## src/rtl/button_conditioner_pkg.sv

```systemverilog
// Shared types and helpers for the Genius push-button front-end.
// Build option BTN_ACTIVE_LOW_EN selects pulled-up (active-low) raw keys.
package button_conditioner_pkg;

    localparam int NUM_COLOR_KEYS = 4;
    localparam int COLOR_W        = 2;

`ifdef BTN_ACTIVE_LOW_EN
    localparam logic RAW_IDLE_LVL = 1'b1;
`else
    localparam logic RAW_IDLE_LVL = 1'b0;
`endif

    typedef enum logic [COLOR_W-1:0] {
        RED    = 2'd0,
        GREEN  = 2'd1,
        BLUE   = 2'd2,
        YELLOW = 2'd3
    } color_t;

    typedef enum logic [0:0] {
        BTN_IDLE = 1'b0,
        BTN_HELD = 1'b1
    } btn_state_t;

    // Only meaningful for a one-hot key vector.
    function automatic color_t encode_color(input logic [NUM_COLOR_KEYS-1:0] keys);
        color_t c;
        case (keys)
            4'b0001: c = RED;
            4'b0010: c = GREEN;
            4'b0100: c = BLUE;
            4'b1000: c = YELLOW;
            default: c = RED;
        endcase
        return c;
    endfunction

endpackage

```

## src/rtl/button_conditioner_debouncer.sv

```systemverilog
// One key: 2-FF synchroniser, polarity normalisation and a hold-time debounce counter.
// The debounced level is 1 while the key is pressed, in either input polarity.
module button_conditioner_debouncer
    import button_conditioner_pkg::*;
#(
    parameter int DEBOUNCE_CYCLES = 500000
)(
    input  logic clk,
    input  logic rst_n,
    input  logic raw,
    output logic level
);

    localparam int CNT_W = (DEBOUNCE_CYCLES > 1) ? $clog2(DEBOUNCE_CYCLES) : 1;

    logic             sync1_q;
    logic             sync2_q;
    logic             pressed_s;
    logic             state_q;
    logic             state_d;
    logic [CNT_W-1:0] cnt_q;
    logic [CNT_W-1:0] cnt_d;

    assign pressed_s = sync2_q ^ RAW_IDLE_LVL;

    // Synchroniser flops start at the released level so reset never looks like a press.
    always_ff @(posedge clk or negedge rst_n) begin
        if (!rst_n) begin
            sync1_q <= RAW_IDLE_LVL;
            sync2_q <= RAW_IDLE_LVL;
        end else begin
            sync1_q <= raw;
            sync2_q <= sync1_q;
        end
    end

    // Counter tops out at DEBOUNCE_CYCLES-1, where it toggles the state and clears.
    always_comb begin
        state_d = state_q;
        cnt_d   = cnt_q;
        if (pressed_s == state_q) begin
            cnt_d = {CNT_W{1'b0}};
        end else if (cnt_q == CNT_W'(DEBOUNCE_CYCLES - 1)) begin
            state_d = ~state_q;
            cnt_d   = {CNT_W{1'b0}};
        end else begin
            cnt_d = cnt_q + CNT_W'(1);
        end
    end

    always_ff @(posedge clk or negedge rst_n) begin
        if (!rst_n) begin
            state_q <= 1'b0;
            cnt_q   <= {CNT_W{1'b0}};
        end else begin
            state_q <= state_d;
            cnt_q   <= cnt_d;
        end
    end

    assign level = state_q;

endmodule

```

## src/rtl/button_conditioner.sv

```systemverilog
// Genius key front-end: debounces 4 color keys + start, emits one strobe per press.
// Raw key polarity follows BTN_ACTIVE_LOW_EN (see package); outputs are active-high.
module button_conditioner
    import button_conditioner_pkg::*;
#(
    parameter int DEBOUNCE_CYCLES = 500000,
    parameter int COLOR_CODEFY_W  = 2
)(
    input  logic                      clk,
    input  logic                      rst_n,
    input  logic [3:0]                btn_raw,
    input  logic                      start_raw,
    output logic [COLOR_CODEFY_W-1:0] player_button,
    output logic                      player_valid,
    output logic                      start_pulse,
    output logic                      multi_press
);

    logic [NUM_COLOR_KEYS:0]   raw_all_s;
    logic [NUM_COLOR_KEYS:0]   level_s;
    logic [NUM_COLOR_KEYS-1:0] keys_s;
    logic                      start_lvl_s;
    logic                      one_hot_s;
    logic                      multi_s;

    btn_state_t                state_q, state_d;
    logic                      blocked_q, blocked_d;
    logic [COLOR_CODEFY_W-1:0] button_q, button_d;
    logic                      valid_q, valid_d;
    logic                      multi_q, multi_d;
    logic                      start_prev_q, start_prev_d;
    logic                      start_pulse_q, start_pulse_d;

    assign raw_all_s = {start_raw, btn_raw};

    for (genvar i = 0; i < NUM_COLOR_KEYS + 1; i++) begin : g_deb
        button_conditioner_debouncer #(
            .DEBOUNCE_CYCLES (DEBOUNCE_CYCLES)
        ) u_deb (
            .clk   (clk),
            .rst_n (rst_n),
            .raw   (raw_all_s[i]),
            .level (level_s[i])
        );
    end

    assign keys_s      = level_s[NUM_COLOR_KEYS-1:0];
    assign start_lvl_s = level_s[NUM_COLOR_KEYS];
    assign one_hot_s   = (keys_s != 4'b0000) && ((keys_s & (keys_s - 4'd1)) == 4'b0000);
    assign multi_s     = (keys_s != 4'b0000) && !one_hot_s;

    // blocked_q: a multi-key chord was seen in IDLE; nothing is accepted until all keys are up.
    always_comb begin
        state_d       = state_q;
        blocked_d     = blocked_q;
        button_d      = button_q;
        valid_d       = 1'b0;
        multi_d       = multi_s;
        start_prev_d  = start_lvl_s;
        start_pulse_d = start_lvl_s & ~start_prev_q;
        case (state_q)
            BTN_IDLE: begin
                if (keys_s == 4'b0000) begin
                    blocked_d = 1'b0;
                end else if (multi_s) begin
                    blocked_d = 1'b1;
                end else if (!blocked_q) begin
                    state_d  = BTN_HELD;
                    valid_d  = 1'b1;
                    button_d = COLOR_CODEFY_W'(encode_color(keys_s));
                end else begin
                    blocked_d = 1'b1;
                end
            end
            BTN_HELD: begin
                if (keys_s == 4'b0000) begin
                    state_d = BTN_IDLE;
                end else begin
                    state_d = BTN_HELD;
                end
            end
            default: begin
                state_d   = BTN_IDLE;
                blocked_d = 1'b0;
            end
        endcase
    end

    always_ff @(posedge clk or negedge rst_n) begin
        if (!rst_n) begin
            state_q       <= BTN_IDLE;
            blocked_q     <= 1'b0;
            button_q      <= {COLOR_CODEFY_W{1'b0}};
            valid_q       <= 1'b0;
            multi_q       <= 1'b0;
            start_prev_q  <= 1'b0;
            start_pulse_q <= 1'b0;
        end else begin
            state_q       <= state_d;
            blocked_q     <= blocked_d;
            button_q      <= button_d;
            valid_q       <= valid_d;
            multi_q       <= multi_d;
            start_prev_q  <= start_prev_d;
            start_pulse_q <= start_pulse_d;
        end
    end

    assign player_button = button_q;
    assign player_valid  = valid_q;
    assign start_pulse   = start_pulse_q;
    assign multi_press   = multi_q;

endmodule

```

## config.mk

```make
export PLATFORM = sky130hd
export DESIGN_NAME = button_conditioner
export DESIGN_NICKNAME = d
export VERILOG_FILES = /design/src/rtl/button_conditioner_pkg.sv /design/src/rtl/button_conditioner_debouncer.sv /design/src/rtl/button_conditioner.sv
export SDC_FILE = /design/constraint.sdc
export NUM_CORES = 1
export LEC_CHECK = 0
export ABC_AREA = 1
export BUFFER_PORTS_ARGS = -buffer_cell sky130_fd_sc_hd__buf_2
export CAP_MARGIN = 5
export CELL_PAD_IN_SITES_DETAIL_PLACEMENT = 0
export CELL_PAD_IN_SITES_GLOBAL_PLACEMENT = 1
export CORE_ASPECT_RATIO = 0.75
export CORE_MARGIN = 4
export CORE_UTILIZATION = 31
export DETAILED_ROUTE_END_ITERATION = 8
export GPL_TIMING_DRIVEN = 0
export PLACE_DENSITY_LB_ADDON = 0.1
export RECOVER_POWER = 50
export SYNTH_ARGS = -nofsm -noshare
export SYNTH_HDL_FRONTEND = slang
export SYNTH_SLANG_ARGS = --single-unit
export TNS_END_PERCENT = 1
```

## constraint.sdc

```tcl
create_clock -name clk -period 1.44 [get_ports clk]
set_input_delay 0.072 -clock clk [delete_from_list [all_inputs] [get_ports clk]]
set_output_delay 0.072 -clock clk [all_outputs]
set_load 0.05 [all_outputs]
```

# Word level (Yosys, flattened, before mapping)
# Index checks and enable logic that the tools add are counted.
[totals]
regBits = 118
input_bits = 7
output_inout_bits = 5
elab_cells = 95
[op_classes]
addsub = 6
eq_ne = 13
muxes = 20
bitwise_logic = 17
n_reduce_logical = 12
[ops]
columns = ["cell", "n"]
rows = [
  ["$mux 19", 10],
  ["$add 19x1->19 const B", 5],
  ["$eq 19x19->1 const B", 5],
  ["$not 1->1", 15],
  ["$reduce_and 2->1", 5],
  ["$logic_not 4->1", 2],
  ["$mux 1", 8],
  ["$pmux 2 s3", 1],
  ["$eq 1x1->1", 5],
  ["$and 4x4->4", 1],
  ["$eq 4x2->1 const B", 1],
  ["$eq 4x3->1 const B", 1],
  ["$eq 4x4->1 const B", 1],
  ["$reduce_and 4->1", 1],
  ["$reduce_bool 4->1", 1],
  ["$sub 4x1->4 const B", 1],
  ["$logic_and 1x1->1", 2],
  ["$pmux 1 s2", 1],
  ["$and 1x1->1", 1],
  ["$logic_not 1->1", 1],
]

# Depth between registers and ports, before layout
# Gate-level depths: netlist of run 1.
[logic_depth]
word_depth = 9
depth_mapped = 10

# Hierarchy
# From an unflattened synthesis of run 1, not the netlist that was laid out.
[unflattened]
cells_unflattened = 778
area_unflattened_um2 = 6338.6
[by_module_without_submodules]
columns = ["mod", "instances", "cells_each", "area_per_inst_um2", "seq_area_each_um2"]
rows = [
  ["button_conditioner_debouncer at g_deb[0].u_deb ...", 4, 147, 1191.1, 550.5],
  ["button_conditioner_debouncer at g_deb[1].u_deb", 1, 146, 1204.9, 550.5],
  ["button_conditioner", 1, 44, 369.1, 200.2],
]

# Worst setup path after synthesis of run 1
# No wires, ideal clock.
[synth_timing]
kind = "reg2reg"
startpoint = "register g_deb[1].u_deb.cnt_q[0]"
endpoint = "register g_deb[1].u_deb.cnt_q[13]"
setup_ns = 0.119
t_arrival_ns = 1.208
path_slack_ns = 0.113
path_stages_with_launch = 11
path_buffers = 0
path_cell_list = "dfrtp_1 -> ha_1 -> nand2_1 -> nor2_1 -> inv_1 -> nor2_1 -> nand2_1 -> nand2_2 -> inv_2 -> nand2_1 -> nor2_1"
[synth_via]
elab_chain_len = 3
[synth_lines]
columns = ["element", "line_no", "rtl"]
rows = [
  ["start: declaration", "button_conditioner_debouncer.sv:21", "logic [CNT_W-1:0] cnt_q;"],
  ["start signal: assignment", "button_conditioner_debouncer.sv:54", "cnt_q <= {CNT_W{1'b0}};"],
  ["start signal: assignment", "button_conditioner_debouncer.sv:57", "cnt_q <= cnt_d;"],
  ["$add 19x1->19 or $eq 19x19->1 (tied branches)", "button_conditioner_debouncer.sv:47, button_conditioner_debouncer.sv:43", ""],
  ["$mux 19 (*)", "button_conditioner_debouncer.sv:43", "end else if (cnt_q == CNT_W'(DEBOUNCE_CYCLES - 1)) begin"],
  ["$mux 19 (*)", "button_conditioner_debouncer.sv:41", "if (pressed_s == state_q) begin"],
  ["net g_deb[1].u_deb.cnt_d[13]", "button_conditioner_debouncer.sv:22", "logic [CNT_W-1:0] cnt_d;"],
]
# The timed path passes the listed nets; every way through them passes the cells marked *.
# A chain may end at the register's enable or synchronous reset.

# Final worst setup path of run 1
[layout_timing]
startpoint = "register g_deb[1].u_deb.cnt_q[0]"
endpoint = "register g_deb[1].u_deb.cnt_q[5]"
# The elaborated chain is that of the path after synthesis.

==> results.toml, run 1 <==
[power]
powerDensity_mw_per_mm2 = 1065
pwr-share-comb_pct = 3.5
swShare_pct = 21.20
peakVddDrop_mv = 0.6276
p_clk_share_pct = 54.6
netSwitchingPower_mw = 1.730
power_mw = 8.162
p_leak_nw = 3.264
seqPwrFrac_pct = 41.9
p_int_mw = 6.432

[global_route]
grt_pass1_vias = 4879
antenna_found_initial = 0
grt-ovfl-total = 0
grt_max_degree = 67
grt_usage_pct = 13.49
grt_first_pass_wirelength_microns = 23740

[routing]
avgViaCountPerCell = 4.430
num_vias = 4948
drt-pass1-iter-count = 5
drtIter0Drc = 341
routed_wl_microns = 13970
ant_nets = 0
wl_per_cell_microns = 12.50
route.detailed.drc = 0

[die]
die_y_microns = 129.6
rows = 44
coreArea_sq_mm = 0.01938
dieArea_sq_mm = 0.02206
dieWidth_microns = 170.2
initial_core_util_pct = 31.55
ioPinCount = 12

[clock_tree]
clockBufferDepth = 2
cts_root_buf = "clkbuf_16"
clk_latency_ns = 0.41
path_clk_slew_ns = 0.06
htreeDepth = 4
cts_tree = "yes"
cts.sinks = 118
numCtsBuffers = 17

[sta]
hold_slack_ns = 0.2890
finalHoldViolCount = 0
maxSlewHeadroom_pct = 47.96
setup_viol = 0
clock_skew_ns = 0.008400
maxSlewViolCount = 0
rsz0062_at_grt = "yes"
tns_ns = 0
max_freq_mhz = 710.4
timing.final.crit_share_pct = 97.76
worst_pin_slew_ns = 0.7806
finalCriticalPeriod_ns = 1.408

[placed_design]
post-dp-hpwl_microns = 9964
gp_congestion = 0.7780
portBuffers = 11

[final_layout]
finalNetCount = 864
diodes = 0
drive_above_1_share_pct = 16.90
synthToLayoutAreaGrowth_pct = 25.29

[logic_synthesis]
synth_top_area_cell = "dfrtp_1"
syn_area_sq_mm = 0.006115
synthArstFlopShare_pct = 100.0
synth_edf_count = 0
avgSynthCellArea_sq_um = 7.634
synth_xor_area_share_pct = 7.817
synth-simple-area-share_pct = 34.48
synth_cell_type_count = 26
synthAdderAreaFrac_pct = 1.023
synth-main-ff-cell = "dfrtp_1"
synth_top_family_by_area = "simple AND/OR/NAND/NOR gates"
netlist.area_leader.share_pct = 48.29
synth.net_count = 813
synth_compound_area_share_pct = 3.049
synthMuxAreaShare_pct = 0
ys_ff_latch = 118
synthCells = 801
synth_warnings = 0
yosys-top-cells-area = "dfrtp_1 48%, nor2_1 13%, nand2_1 12%"
synth_seq_area_share_pct = 48.29

[setup_path]
path_class = "reg -> reg"
required_ns = 1.74
end_kind = "flip-flop"
crit_fanout = 7
start_kind = "flip-flop"
crit_arrival_ns = 1.71

[hold_path]
hp-class = "in -> async"

[run_status]
status = "completed"

[job]
drv_cap = 0
## cells in the final DEF (no fill, tap or decap), types with 12 or more instances in the layout
cell,n
nand2_1,181
o21ai_0,13
nor2_4,20
clkbuf_16,17
a21oi_1,12
nor2_2,17
nand3_1,34
dfrtp_1,111
buf_4,15
nand2_2,15
xor2_1,38
nor2_1,198
inv_1,80
## path summary, 6_finish.rpt
| kind | start | endpoint | slack (ns) | cells past startpoint |
|---|---|---|---|---|
| min in group clk | btn_raw[0] | g_deb[0].u_deb.sync1_q | 0.30 | 2 |
| min reg2reg | g_deb[4].u_deb.sync1_q | g_deb[4].u_deb.pressed_s | 0.35 | 0 |
| max | g_deb[1].u_deb.cnt_q[0] | g_deb[1].u_deb.cnt_q[5] | 0.03 | 9 |
| min | rst_n | g_deb[2].u_deb.cnt_q[13] | 0.29 | 2 |
| max in group asynchronous | rst_n | g_deb[3].u_deb.cnt_q[3] | 0.32 | 3 |
| max reg2reg | g_deb[1].u_deb.cnt_q[0] | g_deb[1].u_deb.cnt_q[5] | 0.03 | 9 |
## cell type report
cell class	count	area, sq um
inverters	83	314.1
clock inverters	10	152.6
plain buffers	3	20.02
multi-input cells	597	3181
repair buffers	32	255.2
clock buffers	21	460.4
flip-flops and latches	118	2962
fillers	2010	11720
well taps	253	316.6
## sequential cells by signal (all words and copies together) (netlist names), 2 cells and up
register / flops
g_deb.u_deb.sync1_q: 5
g_deb.u_deb.pressed_s: 5
g_deb.u_deb.level: 5
player_button: 2
g_deb.u_deb.cnt_q: 95
## cell usage after synthesis, types with 2 or more instances
master and number:
o21bai_1 2, nor2_4 6, xnor2_2 2, xnor2_1 11, a21oi_2 2, nand3_1 41, nand3b_1 5, nor3_1 10
nor3b_1 2, a21oi_1 13, inv_1 80, nand4_1 11, o21a_1 2, ha_1 5, nand2_2 4, nor2_1 219
dfrtp_1 118, o21ai_0 13, and2_1 3, buf_2 3, nand2_1 196, xor2_1 38, nor2_2 10, inv_2 3
## per-stage QoR
| step | utilization, % | area, sq um | cells | setup WS (ns) |
|---|---|---|---|---|
| 2_1_floorplan | - | 6115 | 801 | 0.1126 |
| 3_5_place_dp | 33.65 | 6520 | 1066 | -0.2455 |
| 3_3_place_gp | 33.47 | 6486 | 1065 | -1.381 |
| 5_1_grt | 39.53 | 7661 | 1117 | -0.07095 |
| 4_1_cts | 37.81 | 7327 | 1104 | -0.01096 |
| 6_report | 39.53 | 7661 | 1117 | 0.03226 |
## critical path, stage by stage (launching register included)
cell     delay, ns
dfrtp_1       0.42
ha_4          0.18
nand2_2       0.07
nor2_4        0.11
inv_1         0.06
nor2_2        0.09
nand2_2       0.08
nand2_4       0.12
buf_4         0.13
nor2_1        0.03
## routing by layer
layer,global-route usage [%],up-vias,part of all wire [%],routed length [microns]
met5,0,-,0,0
met4,4.460,0,1.1,157
met3,3.355,9,2.3,319
met2,19.33,42,42,5926
met1,19.89,2312,54,7561
li1,-,2585,-,-
## cells by family after synthesis
kind of cell	count (synthesis)
AOI/OAI and AO/OA	33
xor gates and xnor gates	52
adders and majority gates	5
buffers and inverters	86
DFF	118
and+or+nand+nor	507
## timing repair
action                                  CTS  global route
hold endpoints to repair                 57             0
cloned                                    0             0
endpoints found under the setup margin   51            71
hold buffers                              6             0
buffers inserted                          1            13
resized for setup                        30            60
pin swaps                                 8            18
## power by group through the flow
stage	Clock, mW	Sequential (mW)	Combinational (mW)
after floorplan	0	3.45	0.111
after global placement	0	3.46	0.227
after detailed placement	0	3.46	0.241
after CTS	4.58	3.41	0.275
after global routing	4.73	3.42	0.334
final	4.46	3.42	0.284
No activity file was read; power rests on OpenSTA's default activity.
==> inputs of run 2 (changes only) <==
--- a/config.mk
+++ b/config.mk
@@ -17,6 +17,7 @@
 export GPL_TIMING_DRIVEN = 0
 export PLACE_DENSITY_LB_ADDON = 0.1
 export RECOVER_POWER = 50
+export REMOVE_ABC_BUFFERS = 1
 export SYNTH_ARGS = -nofsm -noshare
 export SYNTH_HDL_FRONTEND = slang
 export SYNTH_SLANG_ARGS = --single-unit
==> run 2 against run 1 <==
- via count shrank 0.49%
- sequential power is essentially flat
- first-iteration DRC count shrank 23%
- clock-buffer cell count grew 3
- fmax grew 0.61%
- combinational power shrank 2%
- final area shrank 0.78%
- sequential share of layout area grew 0.39 points
- clock power is essentially flat
- die area is the same
- cell count shrank 1.3%
- register-to-register slack is essentially flat
- critical path type unchanged
==> results.toml, run 2 (synthesized netlist as in run 1, its figures left out) <==
[final_layout]
finalNetCount = 849
drive_above_1_share_pct = 16.12
fillers = 1967
fin_util_pct = 39.22
diodes = 0
largest_reg_flops = 95
synthToLayoutAreaGrowth_pct = 24.31
final_common_cell = "nor2_1"
final_cell_mix = "197 x nor2_1, 181 x nand2_1, 106 x dfrtp_1, 80 x inv_1, 38 x xor2_1"
final_cell_count_no_fill = 1103
top_register = "g_deb.u_deb.cnt_q"

[die]
die_y_microns = 129.6
dieWidth_microns = 170.2
rows = 44
coreArea_sq_mm = 0.01938
initial_core_util_pct = 31.55
dieArea_sq_mm = 0.02206
ioPinCount = 12

[routing]
num_vias = 4924
route.detailed.drc = 0
ant_nets = 0
drt-pass1-iter-count = 4
wl_per_cell_microns = 12.46
routed_wl_microns = 13740
avgViaCountPerCell = 4.464
drtIter0Drc = 264

[clock_tree]
clk_latency_ns = 0.42
htreeDepth = 4
numCtsBuffers = 17
path_clk_slew_ns = 0.05
cts_tree = "yes"
cts_root_buf = "clkbuf_16"
clockBufferDepth = 2
cts.sinks = 118

[global_route]
grt_max_degree = 83
antenna_found_initial = 0
grt_pass1_vias = 4739
grt_first_pass_wirelength_microns = 23570
grt_usage_pct = 13.40
grt-ovfl-total = 0

[setup_path]
reg2reg_from = "g_deb[1].u_deb.cnt_q[0]"
crit_top_cell = "nand2_2"
start_kind = "flip-flop"
reg2reg_depth = 10
rr_endpoint = "g_deb[1].u_deb.cnt_q[16]"
required_ns = 1.75
crit_chain = "ha_4 -> nand2_2 -> nor2_4 -> inv_1 -> nor2_2 -> nand2_2 -> nand2_4 -> inv_2 -> nand2_1 -> nor2_1"
worst-path-buf-inv = 2
slowest_delay_ns = 0.41
slowest_stage = "dfrtp_1"
reg2reg_slack_ns = 0.04
crit_arrival_ns = 1.71
critPathTopFamily = "simple AND/OR/NAND/NOR gates"
crit_fanout = 4
end_kind = "flip-flop"
path_class = "reg -> reg"

[power]
pwr-share-comb_pct = 3.4
seqPwrFrac_pct = 41.8
p_int_mw = 6.452
powerDensity_mw_per_mm2 = 1078
p_clk_share_pct = 54.8
netSwitchingPower_mw = 1.740
peakVddDrop_mv = 0.7095
p_leak_nw = 3.238
swShare_pct = 21.24

[sta]
setup_viol = 0
maxSlewViolCount = 0
timing.final.crit_share_pct = 97.17
clock_skew_ns = 0.009007
finalCriticalPeriod_ns = 1.399
worst_pin_slew_ns = 0.7803
max_freq_mhz = 714.7
finalHoldViolCount = 0
maxSlewHeadroom_pct = 47.98
rsz0062_at_grt = "yes"
worst_slack_ns = 0.04075
tns_ns = 0
hold_slack_ns = 0.1151

[run_status]
status = "completed"

[hold_path]
hp-class = "in -> async"

[placed_design]
gp_congestion = 0.8364
post-place-ws_ns = -0.4241
portBuffers = 11
post-dp-hpwl_microns = 9712
place_inst = 1063

[job]
drv_cap = 0
run 2: power groups by stage:
stage	registers [mW]	logic [mW]	clock network (mW)
2_1_floorplan	3.45	0.109	0
3_3_place_gp	3.46	0.223	0
3_5_place_dp	3.46	0.240	0
4_1_cts	3.41	0.278	4.64
5_1_grt	3.43	0.324	4.79
6_report	3.42	0.277	4.49
run 2: per-layer routing:
metal  global-route usage, %  vias up  share of wire, %
li1                        -     2546                 -
met1                   20.27     2313                55
met2                   18.10       47                41
met3                   3.629       18               3.4
met4                   4.977        0               1.3
met5                       0        -                 0
run 2: layout make-up:
class                           count  area [sq um]  area share, %
Multi-Input combinational cell    597          3216          42.30
Clock buffer                       24         511.7          6.733
Tap cell                          253         316.6          4.165
Sequential cell                   118          2968          39.05
Timing Repair Buffer               20         160.2          2.107
Inverter                           83         311.5          4.099
Clock inverter                      8         117.6          1.547
run 2: worst max path at each step:
stage / from / endpoint / depth (start not counted)
finish: g_deb[1].u_deb.cnt_q[0] / g_deb[1].u_deb.cnt_q[16] / 10
global route: g_deb[3].u_deb.cnt_q[0] / g_deb[3].u_deb.cnt_q[13] / 7
floorplan: g_deb[1].u_deb.cnt_q[0] / g_deb[1].u_deb.cnt_q[13] / 10
detailed placement: g_deb[0].u_deb.level / g_deb[0].u_deb.cnt_q[17] / 4
global placement: rst_n / g_deb[4].u_deb.cnt_q[11] / 1
CTS: g_deb[0].u_deb.cnt_q[0] / g_deb[0].u_deb.cnt_q[14] / 7
run 2: timing repair:
| action | CTS | global route |
|---|---|---|
| gates resized for setup | 31 | 67 |
| endpoints found under the hold margin | 59 | 0 |
| hold buffers | 6 | 0 |
| setup buffers | 1 | 1 |
| setup endpoints to repair | 68 | 73 |
| pin swaps | 4 | 22 |
run 2: worst register-to-register path, delay by kind of cell, from the launching register on:
kind / cells / cell delay, ns
simple gates: 7 / 0.58
flops: 1 / 0.41
fa+ha+maj: 1 / 0.18
buf+inv: 2 / 0.13
run 2: through the flow:
step	instance area, sq um	power, mW
after CTS	7370	8.325
after detailed placement	6505	3.700
final	7601	8.192
after global routing	7601	8.535
after global placement	6471	3.681
after floorplan	6100	3.560
